==> src/rtl/spi_arb_pkg.sv <==
// ---------------------------------------------------------------------------
// spi_arb_pkg
// Shared types for the LCD SPI arbiter slice: FSM state encoding, the one-hot
// grant type with its named values, and the tie-break picker used in IDLE.
// Optional feature macro used by the slice: SPI_ARB_RR_EN (round-robin ties).
// ---------------------------------------------------------------------------
package spi_arb_pkg;

    typedef enum logic [1:0] {
        IDLE  = 2'd0,
        ISSUE = 2'd1,
        WAIT  = 2'd2
    } arb_state_e;

    typedef logic [1:0] grant_t;

    localparam grant_t GRANT_NONE = 2'b00;
    localparam grant_t GRANT_REQ0 = 2'b01;
    localparam grant_t GRANT_REQ1 = 2'b10;

    // Chooses the next owner from the two valid flags. preferReq1 only
    // matters when both requesters are valid at the same time.
    function automatic grant_t pickGrant(input logic valid0,
                                         input logic valid1,
                                         input logic preferReq1);
        grant_t result;
        result = GRANT_NONE;
        if (valid0 && valid1) begin
            result = preferReq1 ? GRANT_REQ1 : GRANT_REQ0;
        end else if (valid0) begin
            result = GRANT_REQ0;
        end else if (valid1) begin
            result = GRANT_REQ1;
        end
        return result;
    endfunction

endpackage

==> src/rtl/spi_arb_timeout.sv <==
// ---------------------------------------------------------------------------
// spi_arb_timeout
// Saturating idle counter used to detect an owner that stalls mid-packet.
// Ports:
//   clk, reset  : system clock, synchronous active-high reset
//   clear_i     : force the count back to zero (has priority over enable_i)
//   enable_i    : count one idle cycle
//   expire_o    : combinational, high while enabled with the count at
//                 TIMEOUT_CYCLES-1 (the last allowed idle cycle)
// ---------------------------------------------------------------------------
module spi_arb_timeout #(
    parameter int TIMEOUT_CYCLES = 4096
) (
    input  logic clk,
    input  logic reset,
    input  logic clear_i,
    input  logic enable_i,
    output logic expire_o
);

    localparam int TMO_W = $clog2(TIMEOUT_CYCLES);
    localparam logic [TMO_W-1:0] CNT_MAX = TMO_W'(TIMEOUT_CYCLES - 1);

    logic [TMO_W-1:0] cntQ;
    logic [TMO_W-1:0] cntD;

    // Count holds at CNT_MAX rather than wrapping, so a stuck owner can never
    // slip past the expiry point.
    always_comb begin
        cntD = cntQ;
        if (clear_i) begin
            cntD = '0;
        end else if (enable_i && (cntQ != CNT_MAX)) begin
            cntD = cntQ + 1'b1;
        end
    end

    always_ff @(posedge clk) begin
        if (reset) begin
            cntQ <= '0;
        end else begin
            cntQ <= cntD;
        end
    end

    assign expire_o = enable_i && (cntQ == CNT_MAX);

endmodule

==> src/rtl/lcd_spi_arbiter.sv <==
// ---------------------------------------------------------------------------
// lcd_spi_arbiter
// Shares one SPI/LCD transmit engine between the CPU MMIO path (req0) and the
// button-driven command sequencer (req1). Ownership is per packet: the winner
// keeps the engine and chip select until its byte flagged last has shifted.
// Ports:
//   clk, reset                         : clock, synchronous active-high reset
//   reqN_valid/data/dc/last, reqN_ready: byte-stream requesters (N = 0, 1)
//   spi_start/data/dc/hold_cs          : command side of the SPI engine
//   spi_busy, spi_done                 : status from the SPI engine
//   grant                              : one-hot owner, 00 when idle
//   timeout_err                        : one-cycle pulse on forced release
// Build option: define SPI_ARB_RR_EN for round-robin tie breaking; without
// it req0 always wins a simultaneous request.
// ---------------------------------------------------------------------------
module lcd_spi_arbiter
    import spi_arb_pkg::*;
#(
    parameter int TIMEOUT_CYCLES = 4096
) (
    input  logic       clk,
    input  logic       reset,
    input  logic       req0_valid,
    input  logic [7:0] req0_data,
    input  logic       req0_dc,
    input  logic       req0_last,
    output logic       req0_ready,
    input  logic       req1_valid,
    input  logic [7:0] req1_data,
    input  logic       req1_dc,
    input  logic       req1_last,
    output logic       req1_ready,
    output logic       spi_start,
    output logic [7:0] spi_data,
    output logic       spi_dc,
    output logic       spi_hold_cs,
    input  logic       spi_busy,
    input  logic       spi_done,
    output logic [1:0] grant,
    output logic       timeout_err
);

    arb_state_e state_q, state_d;
    grant_t     grant_q, grant_d;
    logic       hold_q, hold_d;
    logic       start_q, start_d;
    logic       err_q, err_d;
    logic [7:0] data_q, data_d;
    logic       dc_q, dc_d;
    logic       last_q, last_d;
    logic       preferReq1;

`ifdef SPI_ARB_RR_EN
    logic rr_q, rr_d;
    assign preferReq1 = rr_q;
`else
    assign preferReq1 = 1'b0;
`endif

    // Mux of the current owner's stream; grant_q is one-hot while in ISSUE.
    logic       selValid, selDc, selLast, inIssue, transfer, expire;
    logic [7:0] selData;

    assign selValid = grant_q[1] ? req1_valid : req0_valid;
    assign selData  = grant_q[1] ? req1_data  : req0_data;
    assign selDc    = grant_q[1] ? req1_dc    : req0_dc;
    assign selLast  = grant_q[1] ? req1_last  : req0_last;
    assign inIssue  = (state_q == ISSUE);
    assign transfer = inIssue && selValid && !spi_busy;

    assign req0_ready = inIssue && grant_q[0] && !spi_busy;
    assign req1_ready = inIssue && grant_q[1] && !spi_busy;

    // Idle counting only runs while the owner is in ISSUE with nothing to
    // offer; any other state restarts it.
    spi_arb_timeout #(
        .TIMEOUT_CYCLES(TIMEOUT_CYCLES)
    ) u_timeout (
        .clk     (clk),
        .reset   (reset),
        .clear_i (!inIssue),
        .enable_i(inIssue && !selValid),
        .expire_o(expire)
    );

    // Next-state logic. A release drops grant and chip select together and
    // always passes through IDLE, which guarantees a CS-high gap between
    // owners. spi_done is only honoured in WAIT.
    always_comb begin
        state_d = state_q;
        grant_d = grant_q;
        hold_d  = hold_q;
        start_d = 1'b0;
        err_d   = 1'b0;
        data_d  = data_q;
        dc_d    = dc_q;
        last_d  = last_q;
`ifdef SPI_ARB_RR_EN
        rr_d    = rr_q;
`endif
        case (state_q)
            IDLE: begin
                if (req0_valid || req1_valid) begin
                    grant_d = pickGrant(req0_valid, req1_valid, preferReq1);
                    hold_d  = 1'b1;
                    state_d = ISSUE;
                end
            end
            ISSUE: begin
                if (transfer) begin
                    data_d  = selData;
                    dc_d    = selDc;
                    last_d  = selLast;
                    start_d = 1'b1;
                    state_d = WAIT;
                end else if (expire) begin
                    grant_d = GRANT_NONE;
                    hold_d  = 1'b0;
                    err_d   = 1'b1;
                    state_d = IDLE;
`ifdef SPI_ARB_RR_EN
                    rr_d    = (grant_q == GRANT_REQ0);
`endif
                end
            end
            WAIT: begin
                if (spi_done) begin
                    if (last_q) begin
                        grant_d = GRANT_NONE;
                        hold_d  = 1'b0;
                        state_d = IDLE;
`ifdef SPI_ARB_RR_EN
                        rr_d    = (grant_q == GRANT_REQ0);
`endif
                    end else begin
                        state_d = ISSUE;
                    end
                end
            end
            default: begin
                state_d = IDLE;
            end
        endcase
    end

    // State and output registers; reset abandons any packet in flight.
    always_ff @(posedge clk) begin
        if (reset) begin
            state_q <= IDLE;
            grant_q <= GRANT_NONE;
            hold_q  <= 1'b0;
            start_q <= 1'b0;
            err_q   <= 1'b0;
            data_q  <= 8'h00;
            dc_q    <= 1'b0;
            last_q  <= 1'b0;
`ifdef SPI_ARB_RR_EN
            rr_q    <= 1'b0;
`endif
        end else begin
            state_q <= state_d;
            grant_q <= grant_d;
            hold_q  <= hold_d;
            start_q <= start_d;
            err_q   <= err_d;
            data_q  <= data_d;
            dc_q    <= dc_d;
            last_q  <= last_d;
`ifdef SPI_ARB_RR_EN
            rr_q    <= rr_d;
`endif
        end
    end

    assign spi_start   = start_q;
    assign spi_data    = data_q;
    assign spi_dc      = dc_q;
    assign spi_hold_cs = hold_q;
    assign grant       = grant_q;
    assign timeout_err = err_q;

endmodule

==> config.mk <==
export PLATFORM = sky130hd
export DESIGN_NAME = lcd_spi_arbiter
export DESIGN_NICKNAME = d
export VERILOG_FILES = /design/src/rtl/spi_arb_pkg.sv /design/src/rtl/spi_arb_timeout.sv /design/src/rtl/lcd_spi_arbiter.sv
export SDC_FILE = /design/constraint.sdc
export NUM_CORES = 1
export LEC_CHECK = 0
export CAP_MARGIN = 10
export CORE_UTILIZATION = 40
export DETAILED_ROUTE_END_ITERATION = 6
export PLACE_DENSITY_LB_ADDON = 0.1
export SYNTH_ARGS = -nofsm -noshare
export SYNTH_HDL_FRONTEND = slang
export SYNTH_SLANG_ARGS = --single-unit
==> constraint.sdc <==
create_clock -name clk -period 1.7 [get_ports clk]
set_input_delay 0.34 -clock clk [delete_from_list [all_inputs] [get_ports clk]]
set_output_delay 0.34 -clock clk [all_outputs]
set_load 0.02 [all_outputs]
Word level (Yosys, flattened, before mapping)
Cells that the tools add are included.

Multiplexer cells: 26. Reduce and logical (&&, ||, !) cells: 20. Bitwise operators: 1. Add/sub/neg operators: 1. Eq/ne operators: 10.

Operators with widths (number): two-way mux 2 bit (11); adder 12 x 1 -> 12 bit (second input constant) (1); == test 12 bit (second input constant) (1); inequality test 12 bit (second input constant) (1); one-hot mux 2 bit (3 select lines) (2); two-way mux 1 bit (11); logical AND 1 bit (10); two-way mux 8 bit (1); inequality test 2 bit (second input constant) (4); AND reduction 6 bit (1); inequality test 3 x 1 -> 1 bit (second input constant) (1); one-hot mux 1 bit (3 select lines) (1); AND reduction 3 bit (1); nonzero test 3 bit (1); OR reduction 3 bit (1); == test 2 x 1 -> 1 bit (second input constant) (1); == test 2 bit (second input constant) (1); zero test 1 bit (2); zero test 2 bit (1); inequality test 2 x 1 -> 1 bit (second input constant) (1); AND reduction 2 bit (1); OR reduction 2 bit (1); logical OR 1 bit (1); NOT 1 bit (1).

Output and inout bits: 16. Register bits after elaboration: 29. Logic and storage cells: 67.

Logic depth before layout (Yosys ltp)
Depth after elaboration: 7. Depth in mapped cells: 7.

By module
From an unflattened synthesis, not the netlist that was laid out.

Cells, all modules: 166. Area total of the unflattened synthesis: 1526.5 µm².

By module, submodules not included: lcd_spi_arbiter (sequential area each 340.3 µm², cells each 95, instances 1, area each 889.6 µm²); spi_arb_timeout (sequential area each 240.2 µm², cells each 71, instances 1, area each 636.9 µm²).

Worst setup path before layout
No wires, ideal clock.

Path type: register to register. Start: reg grant_q[1], in the netlist grant[1]. End: reg hold_q, in the netlist spi_hold_cs. Data required time: 1573 ps. Arrival time: 1595 ps. Setup time: 127 ps. Stages on the path, launching flop included: 6. Slack: -22 ps. Path buffers: 1. Clock period less this slack: 1722 ps. Cell sequence: dfxtp_1 -> buf_6 -> mux2_4 -> o41ai_2 -> and4_1 -> nor3_1.

Longest elaborated chain between the ends: 6. Elaborated cells on any way between the ends: 9. Classes of those cells: eq/ne (2); mux (1); reduce/logical (6).

Ends and longest elaborated chain: start: declaration (line lcd_spi_arbiter.sv:44) `grant_t grant_q, grant_d;`; start signal: assignment (line lcd_spi_arbiter.sv:162) `grant_q <= grant_d;`; two-way mux 1 bit * (line lcd_spi_arbiter.sv:64) `assign selValid = grant_q[1] ? req1_valid : req0_valid;`; zero test 1 bit (line lcd_spi_arbiter.sv:82) `.enable_i(inIssue && !selValid),`; logical AND 1 bit (line lcd_spi_arbiter.sv:82); logical AND 1 bit (line spi_arb_timeout.sv:46) `assign expire_o = enable_i && (cntQ == CNT_MAX);`; inequality test 2 x 1 -> 1 bit (no source line); AND reduction 6 bit (no source line) *; end signal: assignment (line lcd_spi_arbiter.sv:163) `hold_q <= hold_d;`; end: declaration (line lcd_spi_arbiter.sv:45) `logic hold_q, hold_d;`.

Mark *: on every way between the ends. The rest lies on a longest branch, timed or not. A chain may end at the register's enable or synchronous reset.

Worst setup path after layout
Start: reg u_timeout.cntQ[0]. End: reg u_timeout.cntQ[9].

Longest elaborated chain between the ends: 2. Elaborated cells on any way between the ends: 3. Classes of those cells: add/sub (1); eq/ne (1); reduce/logical (1).

Ends and longest elaborated chain: start: declaration (line spi_arb_timeout.sv:24) `logic [TMO_W-1:0] cntQ;`; start signal: assignment (line spi_arb_timeout.sv:42) `cntQ <= cntD;`; branches (longest 2 deep; another with adder 12 x 1 -> 12 bit).

Parallel ways; which one is timed is not known.

==> impl_metrics.ini <==
[global_route]
overflow = 0
grt_pass1_vias = 1390
grt_use_met3 = 0.0536
antenna_found_initial = 0
use_met1 = 0.229
track_usage = 0.200
top_usage_layer = met2
use_met2 = 0.352
grt_max_degree = 21
grt_pass1_wl_um = 6270

[setup_path]
cp-end-kind = flip-flop
ff2ff_path_depth = 6
slowest_stage = or4_1
crit_type = flip-flop to flip-flop
crit_path_cell_trace = ha_1 > nand3_1 > buf_6 > o2111ai_4 > or4_1 > nand2_1
crit_fanout = 8
max_stage_delay_ns = 0.50
reg2reg_slack_ns = 0.08
cp-start-kind = flip-flop
required_ns = 1.93
rr_endpoint = u_timeout.cntQ[9]$_SDFFE_PP0P_
cp_top_family = simple AND/OR/NAND/NOR gates
cp-startpoint = u_timeout.cntQ[0]$_SDFFE_PP0P_
endpoint = u_timeout.cntQ[9]$_SDFFE_PP0P_
cp.depth = 6
worstReg2RegStart = u_timeout.cntQ[0]$_SDFFE_PP0P_
cp.arrival_ns = 1.85
path_buf_inv = 1

[sta]
setup_violations = 0
slew_headroom = 0.788
fin_crit_ns = 1.62
finalWorstSetupSlack_ns = 0.0793
finalHoldViolCount = 0
post-route-period-util = 0.953
final-max-slew-violation-count = 0
fin_skew_ns = 0.00680
fmax_ghz = 0.617
rsz0062_at_grt = yes
worst_slew_pin_slew_ns = 0.312

[placement]
dp_slack_ns = -0.358
port_buffers = 41
place_congestion = 0.883
post-dp-hpwl_um = 2920

[floorplanning]
start_util = 0.419
die_y_um = 63.9
core_area_mm2 = 0.00366
dieArea_mm2 = 0.00408
fp-row-count = 22
die_x_um = 63.9
ios = 42

[synthesis]
ys_ff_latch = 29
synth_flop_cell = dfxtp_1
synthArstFlopShare = 0
yosysWarnings = 0
netlist_instances = 162
ys_seq_area_frac = 0.379
synth_edf_count = 0
syn_area_per_cell_um2 = 9.46
synth.cell_area_mm2 = 0.00153
synth_fp_nets = 193
synth_cell_types = 43

[cells_and_area]
areaGrowthSynthToFinish_pct = 54.8
layout_common_cells = 36 x clkdlybuf4s50_1, 26 x dfxtp_1, 24 x buf_4
utilization = 0.648
layout_commonest_cell = clkdlybuf4s50_1
nets = 259
final_layout_size_suffix_gt1_frac = 0.253
insertedDiodeCount = 0

[clock_tree]
cts_num_sinks = 29
clockRootBuffer = clkbuf_8
clkTransAtPathRegs_ns = 0.06
cts_tree = done
htree_levels = 2
clk_latency_ns = 0.28
clock_path_buffers = 2
cts_buffers = 5

[hold_path]
hold_path_depth = 2
holdCritPathClass = flip-flop to flip-flop

[routing]
ant_nets = 0
vias = 1494
wl_per_cell_um = 14.3
drt-pass1-iter-count = 4
vias_per_cell = 5.39
drc = 0
drtIter0Drc = 91
finalWirelength_um = 3950

[job]
drv_cap = 0

[run_status]
outcome = finished clean

[power_and_ir_drop]
power_per_cell_area_mw_per_mm2 = 1050
ir_drop_v = 0.000671
p_leak_uw = 0.000906
==> worst min path at each step <==
stage | startpoint | end
after floorplan | u_timeout.cntQ[10]$_SDFFE_PP0P_ | u_timeout.cntQ[10]$_SDFFE_PP0P_
after global placement | u_timeout.cntQ[10]$_SDFFE_PP0P_ | u_timeout.cntQ[10]$_SDFFE_PP0P_
after detailed placement | u_timeout.cntQ[10]$_SDFFE_PP0P_ | u_timeout.cntQ[10]$_SDFFE_PP0P_
after CTS | u_timeout.cntQ[10]$_SDFFE_PP0P_ | u_timeout.cntQ[10]$_SDFFE_PP0P_
after global routing | spi_data[1]$_SDFFE_PP0P_ | spi_data[1]$_SDFFE_PP0P_
final | spi_data[7]$_SDFFE_PP0P_ | spi_data[7]$_SDFFE_PP0P_
==> report_power, final <==
group / internal (uW) / total [uW] / leakage (uW) / switching [uW]
sequential: 759 / 810 / 0.000237 / 50.6
clock: 477 / 737 / 0.0000585 / 259
combinational: 478 / 934 / 0.000611 / 456
total: 1710 / 2480 / 0.000906 / 766
==> state kept, by name, indices dropped and copies added, names as in the netlist <==
name            count
state_q             2
u_timeout.cntQ     12
spi_dc              1
spi_hold_cs         1
spi_start           1
spi_data            8
last_q              1
timeout_err         1
grant               2
==> per-stage QoR <==
| step | std cells | power (uW) | area [um^2] | hold slack (ns) | setup TNS (ns) |
|---|---|---|---|---|---|
| final | 277 | 2480 | 2370 | 0.499 | 0 |
| after global routing | 277 | 2620 | 2370 | 0.522 | -0.0442 |
| after CTS | 275 | 2450 | 2270 | 0.497 | 0 |
| after detailed placement | 267 | 1700 | 2150 | 0.492 | -6.30 |
| after global placement | 267 | 1670 | 2150 | 0.472 | -4.75 |
| after floorplan | 162 | 1330 | 1530 | 0.457 | 0 |
==> cells by family (layout without fill, tap and decap cells) <==
group | Yosys count | count (layout) | share of synthesized area
mux | 17 | 17 | 0.122
xor+xnor | 1 | 1 | 0.00572
simple gates | 64 | 64 | 0.244
fa+ha+maj | 5 | 5 | 0.0408
compound gates | 35 | 35 | 0.176
flops | 29 | 29 | 0.379
buf+inv | 11 | 78 | 0.0326
==> per-layer routing <==
metal	wire, um	share of wire	up-vias
li1	-	-	741
met1	1690	0.43	720
met2	2070	0.52	26
met3	124	0.031	7
met4	64	0.016	0
met5	0	0	-
==> worst min-delay path, delay by kind of cell (launching register included) <==
kind,cells,cell delay (ns)
AO/OA/AOI/OAI,1,0.05
AND/OR/NAND/NOR,1,0.09
flip-flops,1,0.31
==> cell usage after synthesis (all sizes together) (5+ instances only) <==
cell | n | area, um^2
a211oi | 10 | 75.1
a21oi | 6 | 30.0
clkbuf | 6 | 22.5
dfxtp | 29 | 581
ha | 5 | 62.6
mux2i | 16 | 173
nand2 | 6 | 22.5
nand2b | 6 | 37.5
nand3 | 6 | 40.0
nor2 | 15 | 56.3
nor3 | 5 | 30.0
==> cell type report <==
class                   instances  area, um^2
flip-flops and latches         29         584
clock buffers                   7        86.3
inverters                       3        11.3
repair buffers                 67         611
multi-input cells             122         990
fillers                       314        1290
well taps                      48        60.1
clock inverters                 1        30.0
==> timing repair <==
| item | CTS | global route |
|---|---|---|
| hold buffers | 0 | 0 |
| pin swaps | 0 | 5 |
| resized for setup | 11 | 19 |
| setup buffers | 0 | 1 |
| endpoints found under the setup margin | 5 | 22 |
| cloned | 0 | 1 |
Note: power is estimated with default switching activity, not from simulation.
